`src/rtl/mano_pkg.sv`:
```
// mano_pkg: state encoding, opcodes and widths shared by the Mano sequencer.
package mano_pkg;

    localparam int T_W   = 3;
    localparam int OP_W  = 2;
    localparam int CNT_W = 8;

    typedef enum logic [3:0] {
        S_IDLE, S_T0, S_T1, S_T2, S_T3, S_T4, S_T5, S_T6, S_T7, S_HALT
    } state_t;

    localparam logic [OP_W-1:0] OP_NOP = 2'b00;
    localparam logic [OP_W-1:0] OP_LDA = 2'b01;
    localparam logic [OP_W-1:0] OP_MOV = 2'b10;
    localparam logic [OP_W-1:0] OP_HLT = 2'b11;

endpackage

```
`src/rtl/mano_step_latch.sv`:
```
// mano_step_latch: step rising-edge detect feeding a one-deep pending flag; clear wins over a coincident edge.
module mano_step_latch (
    input  logic clk,
    input  logic rst,
    input  logic i_step,
    input  logic i_clr,
    output logic o_pending
);

    logic r_step_q;
    logic r_pend;

    always_ff @(posedge clk or posedge rst) begin
        if (rst) begin
            r_step_q <= 1'b0;
            r_pend   <= 1'b0;
        end else begin
            r_step_q <= i_step;
            r_pend   <= i_clr ? 1'b0 : (i_step & ~r_step_q) ? 1'b1 : r_pend;
        end
    end

    assign o_pending = r_pend;

endmodule

```
`src/rtl/mano_seq_ctrl.sv`:
```
// mano_seq_ctrl: T-state sequencer issuing tick-qualified register-transfer strobes.
// Optional single-step gating with MANO_SEQ_STEP_EN.
module mano_seq_ctrl
    import mano_pkg::*;
(
    input  logic             clk,
    input  logic             rst,
    input  logic             tick,
    input  logic             run,
    input  logic             step,
    input  logic [OP_W-1:0]  ir_op,
    output logic             mar_ld_pc,
    output logic             mar_ld_mbr,
    output logic             pc_inc,
    output logic             mbr_ld_mem,
    output logic             ir_ld,
    output logic             a_ld_mbr,
    output logic             a_ld_r,
    output logic [T_W-1:0]   t_state,
    output logic             busy,
    output logic             halted,
    output logic             instr_done,
    output logic [CNT_W-1:0] retired
);

    state_t             r_state;
    state_t             w_next;
    state_t             w_adv;
    state_t             w_after;
    logic               w_start;
    logic               w_valid;
    logic               w_in_t;
    logic [3:0]         w_tidx;
    logic [CNT_W-1:0]   r_retired;

`ifdef MANO_SEQ_STEP_EN
    logic w_pend;
    mano_step_latch u_step (
        .clk       (clk),
        .rst       (rst),
        .i_step    (step),
        .i_clr     ((w_next == S_T0) && (r_state != S_T0)),
        .o_pending (w_pend)
    );
    assign w_start = run & w_pend;
`else
    logic w_unused_step;
    assign w_unused_step = step;
    assign w_start = run;
`endif

    always_ff @(posedge clk or posedge rst) begin
        if (rst) begin
            r_state   <= S_IDLE;
            r_retired <= '0;
        end else begin
            r_state <= w_next;
            if (instr_done)
                r_retired <= r_retired + 1'b1;
        end
    end

    always_comb begin
        w_after = w_start ? S_T0 : S_IDLE;
        w_adv   = S_IDLE;
        case (r_state)
            S_IDLE: w_adv = w_after;
            S_T0:   w_adv = S_T1;
            S_T1:   w_adv = S_T2;
            S_T2:   w_adv = S_T3;
            S_T3:   w_adv = (ir_op == OP_HLT) ? S_HALT : (ir_op == OP_LDA) ? S_T4 : w_after;
            S_T4:   w_adv = S_T5;
            S_T5:   w_adv = S_T6;
            S_T6:   w_adv = S_T7;
            S_T7:   w_adv = w_after;
            S_HALT: w_adv = S_HALT;
            default: w_adv = S_IDLE;
        endcase
        w_valid = r_state <= S_HALT;
        w_next  = !w_valid ? S_IDLE : tick ? w_adv : r_state;
    end

    always_comb begin
        w_in_t     = (r_state >= S_T0) && (r_state <= S_T7);
        w_tidx     = r_state - S_T0;
        t_state    = w_in_t ? w_tidx[T_W-1:0] : '0;
        busy       = w_in_t;
        halted     = r_state == S_HALT;
        mar_ld_pc  = tick & ((r_state == S_T0) | ((r_state == S_T3) & (ir_op == OP_LDA)));
        mbr_ld_mem = tick & ((r_state == S_T1) | (r_state == S_T4) | (r_state == S_T6));
        pc_inc     = tick & ((r_state == S_T1) | (r_state == S_T4));
        ir_ld      = tick & (r_state == S_T2);
        mar_ld_mbr = tick & (r_state == S_T5);
        a_ld_mbr   = tick & (r_state == S_T7);
        a_ld_r     = tick & (r_state == S_T3) & (ir_op == OP_MOV);
        instr_done = tick & ((r_state == S_T7) |
                     ((r_state == S_T3) & ((ir_op == OP_NOP) | (ir_op == OP_MOV))));
        retired    = r_retired;
    end

endmodule

```
`config.mk`:
```
export PLATFORM = sky130hd
export DESIGN_NAME = mano_seq_ctrl
export DESIGN_NICKNAME = d
export VERILOG_FILES = /design/src/rtl/mano_pkg.sv /design/src/rtl/mano_step_latch.sv /design/src/rtl/mano_seq_ctrl.sv
export SDC_FILE = /design/constraint.sdc
export NUM_CORES = 1
export LEC_CHECK = 0
export ABC_AREA = 0
export ABC_CLOCK_PERIOD_IN_PS = 1900
export CAP_MARGIN = 20
export CORE_MARGIN = 5
export CORE_UTILIZATION = 46
export CTS_BUF_LIST = sky130_fd_sc_hd__clkbuf_8
export DETAILED_ROUTE_END_ITERATION = 12
export GPL_ROUTABILITY_DRIVEN = 0
export GPL_TIMING_DRIVEN = 0
export PLACE_DENSITY_LB_ADDON = 0.05
export SKIP_LAST_GASP = 1
export SLEW_MARGIN = 20
export SYNTH_ARGS = -nofsm -noshare
export SYNTH_HDL_FRONTEND = slang
export SYNTH_SLANG_ARGS = --single-unit
```
`constraint.sdc`:
```
create_clock -name clk -period 1.9 [get_ports clk]
set_input_delay 0.38 -clock clk [delete_from_list [all_inputs] [get_ports clk]]
set_output_delay 0.38 -clock clk [all_outputs]
set_load 0.02 [all_outputs]
```
; ---- Yosys cells after proc, flatten, opt, wreduce, memory -nomap -nowiden
; Index checks and enable logic that the tools add are counted.
[totals]
regBits = 12
in_bits = 7
output_inout_bits = 21
elab_cells = 47
[classes]
add_sub_neg = 2
n_lt_le_gt_ge = 3
n_eq_ne = 13
mux = 7
n_bitwise = 16
n_reduce_logical = 4
[ops]
columns = operator, count
row1 = 4-bit case mux with 9 select lines, 1
row2 = 4-bit by 3-bit equality test with 1-bit output (second input constant), 4
row3 = 4-bit two-way mux, 3
row4 = 1-bit bitwise AND, 11
row5 = 8-bit by 1-bit adder with 8-bit output (second input constant), 1
row6 = 4-bit by 2-bit equality test with 1-bit output (second input constant), 2
row7 = 4-bit equality test (second input constant), 2
row8 = 4-bit less-or-equal comparator (second input constant), 2
row9 = 3-bit two-way mux, 2
row10 = 1-bit OR, 5
row11 = 2-bit equality test (second input constant), 2
row12 = 4-bit by 1-bit equality test with 1-bit output (second input constant), 1
row13 = 4-bit by 1-bit >= comparator with 1-bit output (second input constant), 1
row14 = 4-bit zero test, 1
row15 = 3-bit by 1-bit subtractor with 3-bit output (second input constant), 1
row16 = 2-bit by 1-bit equality test with 1-bit output (second input constant), 1
row17 = 2-bit zero test, 1
row18 = 2-bit != test (second input constant), 1
row19 = 2-bit OR reduction, 1
row20 = 1-bit logical AND, 1
row21 = 1-bit two-way mux, 1

; ---- Depth between registers and ports, before layout
; Gate-level depths: netlist (run 1).
[logic_depth]
depth_word = 6
ltp_mapped = 6
depth_no_buf = 6

; ---- Least setup slack after synthesis (run 1)
; OpenSTA, ideal clock, no wires.
[synth_timing]
path_type = flip-flop to output port
start = register r_state[0]
end = output a_ld_r
t_arrival_ps = 1551
required_ps = 1520
slack_ps = -31
path_stages_with_launch = 5
path_cell_list = dfrtp_1 inv_1 ha_1 nand2_1 nor4_1
[synth_between]
elab_chain_len = 3
[synth_lines]
columns = element, line_no
row1 = "start, declared", mano_seq_ctrl.sv:26  ; state_t r_state;
row2 = "start signal, assigned", mano_seq_ctrl.sv:57  ; r_state <= w_next;
row3 = 4-bit by 3-bit equality test with 1-bit output, mano_seq_ctrl.sv:95  ; a_ld_r = tick & (r_state == S_T3) & (ir_op == OP_MOV);
row4 = 1-bit bitwise AND (2 in series), mano_seq_ctrl.sv:95
row5 = "end, declared", mano_seq_ctrl.sv:18  ; output logic a_ld_r,
; Every way passes these cells.

; ---- Worst setup path after layout (run 1)
[layout_timing]
start = register r_state[0]
end = output t_state[2]
[layout_between]
elab_chain_len = 3
[layout_lines]
columns = element, line_no
row1 = 4-bit by 1-bit >= comparator with 1-bit output or 4-bit less-or-equal comparator (tied branches), mano_seq_ctrl.sv:84  ; w_in_t = (r_state >= S_T0) && (r_state <= S_T7);
row2 = 1-bit logical AND, mano_seq_ctrl.sv:84
row3 = 3-bit two-way mux *, mano_seq_ctrl.sv:86  ; t_state = w_in_t ? w_tidx[T_W-1:0] : '0;
row4 = "end, declared", mano_seq_ctrl.sv:19  ; output logic [T_W-1:0] t_state,
; Every way passes the cells marked *; elsewhere a longest branch is shown, timed or not.

==> flow_metrics.tcl, run 1 <==
set metrics [dict create \
    period_needed_ns 2.00 \
    drt-wirelength-per-cell_um 14.4 \
    fin_nets 151 \
    drt_first_pass_iters 4 \
    fp.dieH_um 52.7 \
    die_area_mm2 0.00278 \
    path_class "flip-flop to output port" \
    synth_mux_area_share_pct 2.54 \
    start_util_pct 48.6 \
    setup_viol 5 \
    finalSetupTns_ns -0.413 \
    cts-root-buf "clkbuf_8" \
    cts_tree "done" \
    end_kind "output port" \
    grt_pass1_vias 761 \
    slowest_stage "dfrtp_2" \
    rsz0062_at_grt "true" \
    cts_max_level 1 \
    core_area_mm2 0.00173 \
    grt_util_all_layers_pct 16.5 \
    required_ns 1.52 \
    grt_max_degree 13 \
    synth.area.top_cells "dfrtp_1 (36%), ha_1 (10%), xnor2_1 (7.3%)" \
    synth_top_family_by_area "simple AND/OR/NAND/NOR gates" \
    p_leak_nw 0.608 \
    via_count 859 \
    post-route-period-util_pct 105 \
    synth_cell_types 27 \
    peakVddDrop_mv 1.42 \
    clk_latency_ns 0.24 \
    synth_adder_area_share_pct 10.4 \
    yosys.area_share.simple_pct 26.0 \
    synth-warning-count 0 \
    ios 28 \
    multiInputGateArea_um2 611 \
    crit_path_max_fanout 5 \
    synth_seq_cells 12 \
    max_stage_delay_ns 0.46 \
    viasPerCell 5.34 \
    timing.rr.start "r_state[0]" \
    drc 0 \
    syn-cell-area_um2 838 \
    power_density_mw_per_mm2 1540 \
    dp_hpwl_mm 1.48 \
    clk_pin_slew_ns 0.05 \
    utilization_pct 77.9 \
    violations "negative setup slack" \
    cap_viol_max_count 0 \
    fmax_mhz 500 \
    synth_xor_area_share_pct 8.36 \
    postSynthAreaPerCell_um2 8.73 \
    port_buffers 26 \
    syn_inst 96 \
    skew_ns 0.00157 \
    cts.path.max_buffers 2 \
    postPlaceCellArea_mm2 0.00114 \
    numCtsBuffers 3 \
    post-route-cell-area_mm2 0.00135 \
    crit_chain "inv_4 -> ha_4 -> nor3b_4 -> nor2_2 -> a21oi_2 -> nor2_1 -> buf_4" \
    ys_seq_area_share_pct 35.8 \
    final-hold-violation-count 0 \
    die_w_um 52.7 \
    status "complete, but fails checks" \
    synth_top_area_share_pct 35.8 \
    grt_pass1_wl_mm 3.39 \
    row_count 15 \
    ant_nets 0 \
    reg2reg_depth 6 \
    reg2reg_to "retired[1]" \
    syn_to_final_growth_pct 60.4 \
    drive_above_1_share_pct 36.8 \
    n_fill_cell 143 \
    regArea_um2 304 \
    synth_compound_area_share_pct 13.3 \
    synth_top_cell_by_area "dfrtp_1" \
    worst_pin_slew_ns 0.452 \
    drtIter0Drc 30 \
    crit_buf_inv 2 \
    drv_slew 0 \
    syn_nets 110 \
    start_kind "flip-flop" \
    drt_wl_total_mm 2.32 \
    grt.overflow.total 0 \
    hold_class "input port to async pin" \
    antenna_found_initial 0 \
    r2r_setup_slack_ns 0.28 \
    crit_family "flip-flops" \
    critPathArrivalTime_ns 1.62 \
    relSlewSlack_pct 69.9 \
    clock_sinks 12 \
    fin_ws_ns -0.0984 \
    num_antenna_cells 0 \
]
[layout by cell type (no fill, tap or decap), types with 2 or more instances in the layout]
master / count
a21oi_1: 3
a31o_2: 2
a31oi_1: 2
and2_1: 3
and3_1: 2
buf_2: 4
buf_4: 14
buf_6: 3
clkbuf_2: 3
clkbuf_8: 4
clkdlybuf4s50_1: 11
dfrtp_1: 9
dfrtp_2: 3
ha_1: 3
ha_4: 4
inv_1: 4
inv_4: 2
nand2_1: 3
nand2b_1: 3
nand3_1: 4
nand4_1: 2
nor2_1: 12
nor2b_1: 3
nor3_1: 3
o21ai_0: 5
xnor2_1: 7
[metal layers]
| layer | share of wire (%) | vias to the layer above | global-route usage (%) |
|---|---|---|---|
| li1 | - | 407 | - |
| met1 | 43 | 402 | 22.1 |
| met2 | 45 | 42 | 24.8 |
| met3 | 8.7 | 8 | 6.27 |
| met4 | 3.2 | 0 | 3.83 |
| met5 | 0 | - | 0 |
[power breakdown]
part	switching, W	internal (W)	total (W)	leakage [nW]
logic	0.000731	0.000643	0.00137	0.422
registers	0.0000957	0.000322	0.000417	0.157
clock network	0.0000913	0.000183	0.000274	0.0288
[synthesized netlist by cell type, drive strengths merged]
library cell,instances
a2111o,1
a21oi,5
a31o,2
a31oi,2
and2,3
and3,2
clkbuf,2
dfrtp,12
ha,7
inv,6
mux2,1
mux2i,1
nand2,5
nand2b,4
nand3,4
nand4,2
nor2,13
nor2b,3
nor3,4
nor3b,1
nor4,1
o21ai,5
o32ai,1
or3b,1
xnor2,7
xor2,1
[how the worst max path moves through the flow]
stage	startpoint	end	slack [ns]	cells past startpoint
after floorplan	r_state[0]	mbr_ld_mem	0.13	5
after global placement	ir_op[0]	instr_done	-0.76	4
after detailed placement	ir_op[0]	instr_done	-0.75	4
after CTS	ir_op[0]	instr_done	-0.21	4
after global routing	r_state[0]	t_state[0]	-0.21	7
final	r_state[0]	t_state[2]	-0.1	7
[repair_timing]
action	4_1_cts	5_1_grt
pin swaps	1	7
endpoints found under the setup margin	13	14
buffers inserted	2	8
gates resized for setup	55	35
hold buffers	0	0
[worst reg2reg max path, cell delays in order (launching register included)]
cell,delay (ns)
dfrtp_2,0.46
inv_4,0.12
ha_4,0.18
nand2_2,0.10
a21oi_4,0.14
buf_4,0.18
mux2_2,0.33
[flip-flops by register name, summed over array words and instances, names as in the netlist]
register / count
retired: 8
r_state: 4
[metrics by stage]
step	cells	hold WS (ns)	worst slack, ns	power [W]
2_1_floorplan	96	0.245	0.129	0.00107
3_3_place_gp	147	0.459	-0.756	0.00146
3_5_place_dp	147	0.462	-0.745	0.00147
4_1_cts	153	0.463	-0.209	0.00181
5_1_grt	161	0.495	-0.208	0.00219
6_report	161	0.450	-0.0984	0.00207
[cell type report]
type	instances	area share (%)
inverters	6	2.05
clock buffers	4	4.09
plain buffers	2	0.930
well taps	25	2.33
multi-input cells	76	45.4
repair buffers	36	22.6
flip-flops and latches	12	22.6
[cell families after synthesis]
logic type | count (synthesis)
AOI/OAI and AO/OA | 16
xor gates and xnor gates | 8
adders and majority gates | 7
buffers and inverters | 8
DFF | 12
muxes | 2
and+or+nand+nor | 43
Power figures use the tool's default switching activity.
==> inputs of run 2 (changes only) <==
ABC_CLOCK_PERIOD_IN_PS = 2130   (was 1900)
clock period = 2.13 ns   (was 1.9 ns; I/O delays follow)
==> flow_metrics.tcl, run 2 (synthesized netlist as in run 1, its figures left out) <==
set metrics [dict create \
    die_area_mm2 0.00278 \
    relSlewSlack_pct 69.9 \
    drv_slew 0 \
    skew_ns 0.00155 \
    core_area_mm2 0.00173 \
    wl_met3_um 146 \
    hold_class "flip-flop to flip-flop" \
    viasPerCell 5.19 \
    totalPowerFinal_w 0.00159 \
    met1_length_um 977 \
    start_kind "flip-flop" \
    peakVddDrop_mv 1.06 \
    n_fill_cell 152 \
    post-route-cell-area_mm2 0.00123 \
    cts_max_level 1 \
    cap_viol_max_count 0 \
    route.met2.wl_um 914 \
    drive_above_1_share_pct 25.6 \
    numCtsBuffers 3 \
    drt-wirelength-per-cell_um 13.2 \
    grt.overflow.total 0 \
    cts-root-buf "clkbuf_8" \
    drt_first_pass_iters 4 \
    clk_pin_slew_ns 0.05 \
    postPlaceCellArea_mm2 0.00113 \
    cts.path.max_buffers 2 \
    die_w_um 52.7 \
    grt_pass1_vias 790 \
    fmax_mhz 483 \
    fp.dieH_um 52.7 \
    ant_nets 0 \
    p_leak_nw 0.563 \
    worst_pin_slew_ns 0.451 \
    final_cell_mix "nor2_1 (13), clkdlybuf4s50_1 (11), dfrtp_1 (11)" \
    required_ns 1.70 \
    critPathArrivalTime_ns 1.65 \
    final_common_cell "nor2_1" \
    grt_pass1_wl_mm 3.45 \
    clock_sinks 12 \
    fin_nets 144 \
    drc 0 \
    grt_max_degree 13 \
    setup_viol 0 \
    status "finished, final reports clean" \
    final-hold-violation-count 0 \
    largest_reg_flops 8 \
    crit_path_max_fanout 5 \
    rsz0062_at_grt "true" \
    ios 28 \
    dr.max_layer_used "met3" \
    holdBufCountCts 0 \
    dp_hpwl_mm 1.48 \
    via_count 800 \
    clk_latency_ns 0.24 \
    num_antenna_cells 0 \
    port_buffers 26 \
    end_kind "output port" \
    grt_util_all_layers_pct 16.8 \
    syn_to_final_growth_pct 47.2 \
    row_count 15 \
    drtIter0Drc 10 \
    antenna_found_initial 0 \
    drt_wl_total_mm 2.04 \
    hold-worst-slack_ns 0.467 \
    start_util_pct 48.6 \
    power_density_mw_per_mm2 1290 \
    path_class "flip-flop to output port" \
    period_needed_ns 2.07 \
    post-route-period-util_pct 97.3 \
    cts_tree "done" \
]
==> run 2: changes by cell type in the layout (fill, tap and decap cells not counted), sizes merged <==
cell	previous run	this run
dlygate4sd2	1	6
buf	21	9
clkdlybuf4s15	1	2
clkbuf	7	6
==> run 2: power breakdown <==
group	internal [W]	switching, W
Clock	0.000163	0.0000803
Combinational	0.000419	0.000581
Sequential	0.000283	0.0000600
==> run 2: worst max-delay path, stage by stage (launching register included) <==
cell             delay, ns
dfrtp_2               0.43
inv_2                 0.12
ha_4                  0.18
nand2_1               0.14
nor4_2                0.25
clkdlybuf4s15_2       0.29
==> run 2: final timing paths <==
path,start,to,slack [ns],cells after the start
worst max-delay path,r_state[0],a_ld_r,0.06,5
worst min-delay path,retired[7],retired[7],0.47,1
worst max register to register,r_state[0],retired[1],0.49,6
worst min register to register,retired[7],retired[7],0.47,1
max in group asynchronous,rst,r_state[0],1.30,2
min in group asynchronous,rst,r_state[2],0.49,2
==> run 2: cell type report <==
| cell class | count | area [um2] | share of cell area, % |
|---|---|---|---|
| Buffer | 2 | 12.5 | 1.01 |
| Clock buffer | 4 | 55.1 | 4.46 |
| Inverter | 6 | 22.5 | 1.83 |
| Multi-Input combinational cell | 76 | 561 | 45.4 |
| Sequential cell | 12 | 302 | 24.4 |
| Tap cell | 25 | 31.3 | 2.54 |
| Timing Repair Buffer | 29 | 250 | 20.3 |
==> run 2: stage by stage <==
step,worst slack [ns],cells,setup TNS [ns],util [%]
final,0.0582,154,0,71.4
after global routing,-0.0212,154,-0.0212,71.4
after CTS,-0.0782,154,-0.121,72.0
after detailed placement,-0.616,147,-3.59,65.4
after global placement,-0.600,147,-3.30,65.4
after floorplan,0.153,96,0,-
==> run 2: routing by layer <==
metal  global-route usage [%]  up-vias
li1                         -      398
met1                     21.4      375
met2                     25.4       27
met3                     6.55        0
met4                     6.38        0
met5                        0        -
==> run 2: timing repair <==
action / in CTS / in global routing
gates resized for setup: 42 / 13
setup buffers: 3 / 0
setup endpoints to repair: 13 / 9
pin swaps: 2 / 1
==> inputs of run 3 (changes only) <==
CORE_MARGIN = default   (was 5)
==> flow_metrics.tcl, run 3 (synthesized netlist as in run 1, its figures left out) <==
set metrics [dict create \
    drv_slew 0 \
    drtIter0Drc 25 \
    ant_nets 0 \
    via_count 813 \
    cts.path.max_buffers 2 \
    row_count 15 \
    final_cell_mix "nor2_1 (13), clkdlybuf4s50_1 (11), dfrtp_1 (11)" \
    finalSetupTns_ns 0 \
    die_area_mm2 0.00200 \
    core_area_mm2 0.00171 \
    seq_power_share_pct 21.4 \
    p_leak_nw 0.576 \
    dp_hpwl_mm 1.33 \
    internal_power_w 0.000897 \
    power_density_mw_per_mm2 1290 \
    grt_pass1_vias 662 \
    die_w_um 44.7 \
    worst_pin_slew_ns 0.448 \
    syn_to_final_growth_pct 48.2 \
    viasPerCell 5.21 \
    port_buffers 26 \
    drt_first_pass_iters 4 \
    grt_max_degree 13 \
    drt_wl_total_mm 1.89 \
    cts_tree "done" \
    grt_util_all_layers_pct 20.3 \
    period_needed_ns 2.09 \
    cts-root-buf "clkbuf_8" \
    peakVddDrop_mv 1.15 \
    required_ns 1.70 \
    power_frac_comb_pct 63.2 \
    crit_path_max_fanout 6 \
    power_frac_clock_pct 15.4 \
    clk_pin_slew_ns 0.05 \
    final-hold-violation-count 0 \
    drt-wirelength-per-cell_um 12.1 \
    switchingPower_w 0.000706 \
    largest_reg_flops 8 \
    ios 28 \
    final_common_cell "nor2_1" \
    fmax_mhz 477 \
    post-route-period-util_pct 98.3 \
    start_util_pct 49.1 \
    hold_class "flip-flop to flip-flop" \
    critPathArrivalTime_ns 1.67 \
    start_kind "flip-flop" \
    status "finished, final reports clean" \
    end_kind "output port" \
    setup_viol 0 \
    multiInputGateArea_um2 544 \
    skew_ns 0.00260 \
    grt.overflow.total 0 \
    hold-worst-slack_ns 0.477 \
    clk_latency_ns 0.24 \
    drc 0 \
    regArea_um2 302 \
    path_class "flip-flop to output port" \
    cap_viol_max_count 0 \
    fin_nets 146 \
    n_fill_cell 143 \
    fp.dieH_um 44.7 \
    relSlewSlack_pct 70.1 \
    numCtsBuffers 3 \
    drive_above_1_share_pct 25.2 \
    cts_max_level 1 \
    clock_sinks 12 \
    antenna_found_initial 0 \
    rsz0062_at_grt "true" \
    p_sw_share_pct 44.0 \
    num_antenna_cells 0 \
    grt_pass1_wl_mm 2.91 \
]
[run 3: worst max-delay path, cell delays in order, from the launching register on]
cell and delay (ns):
dfrtp_1 0.40, inv_2 0.09, ha_2 0.22, mux2i_1 0.14, nor2_1 0.07, a31o_2 0.20
dlygate4sd2_1 0.31
[run 3: cell type report]
cell class,count,share of cell area (%)
buffer,2,1.01
multi-input combinational,76,43.8
timing repair buffer,31,22.2
clock buffer,4,4.43
tap,25,2.52
inverter,6,1.81
sequential,12,24.3
[run 3: per-layer routing]
layer	GRT usage (%)	vias up	wire length, um
met1	28.7	380	898
met2	28.2	28	846
met3	7.20	5	126
met5	0	-	0
li1	-	400	-
met4	8.48	0	20
[run 3: power groups by stage]
| stage | combinational, W | clock, W | sequential (W) |
|---|---|---|---|
| 4_1_cts | 0.00101 | 0.000253 | 0.000343 |
| 3_3_place_gp | 0.000943 | 0 | 0.000345 |
| 2_1_floorplan | 0.000588 | 0 | 0.000361 |
| 6_report | 0.00101 | 0.000246 | 0.000343 |
| 3_5_place_dp | 0.000948 | 0 | 0.000349 |
| 5_1_grt | 0.00111 | 0.000260 | 0.000355 |
[run 3: repair_timing]
action                                 4_1_cts  5_1_grt
hold buffers                                 0        0
pin swaps                                    0        1
gates resized for setup                     41        5
setup buffers                                3        2
setup endpoints to repair                   13        7
endpoints found under the hold margin        0        0
[run 3: worst paths after layout]
kind                            start    endpoint  slack [ns]  cells after the start
max                        r_state[1]  mbr_ld_mem        0.04                      6
min                        retired[7]  retired[7]        0.48                      1
max reg2reg                r_state[0]  retired[1]        0.43                      6
min reg2reg                retired[7]  retired[7]        0.48                      1
max in group asynchronous         rst  r_state[0]        1.31                      2
min in group asynchronous         rst  r_state[1]        0.49                      2
[run 3: through the flow]
step | instance area (um2) | util (%) | power, W | instances | worst slack [ns]
2_1_floorplan | 838 | - | 0.000949 | 96 | 0.153
3_3_place_gp | 1130 | 66.2 | 0.00129 | 147 | -0.589
3_5_place_dp | 1130 | 66.2 | 0.00130 | 147 | -0.577
4_1_cts | 1240 | 72.5 | 0.00160 | 154 | -0.236
5_1_grt | 1240 | 72.7 | 0.00172 | 156 | -0.0703
6_report | 1240 | 72.7 | 0.00160 | 156 | 0.0356
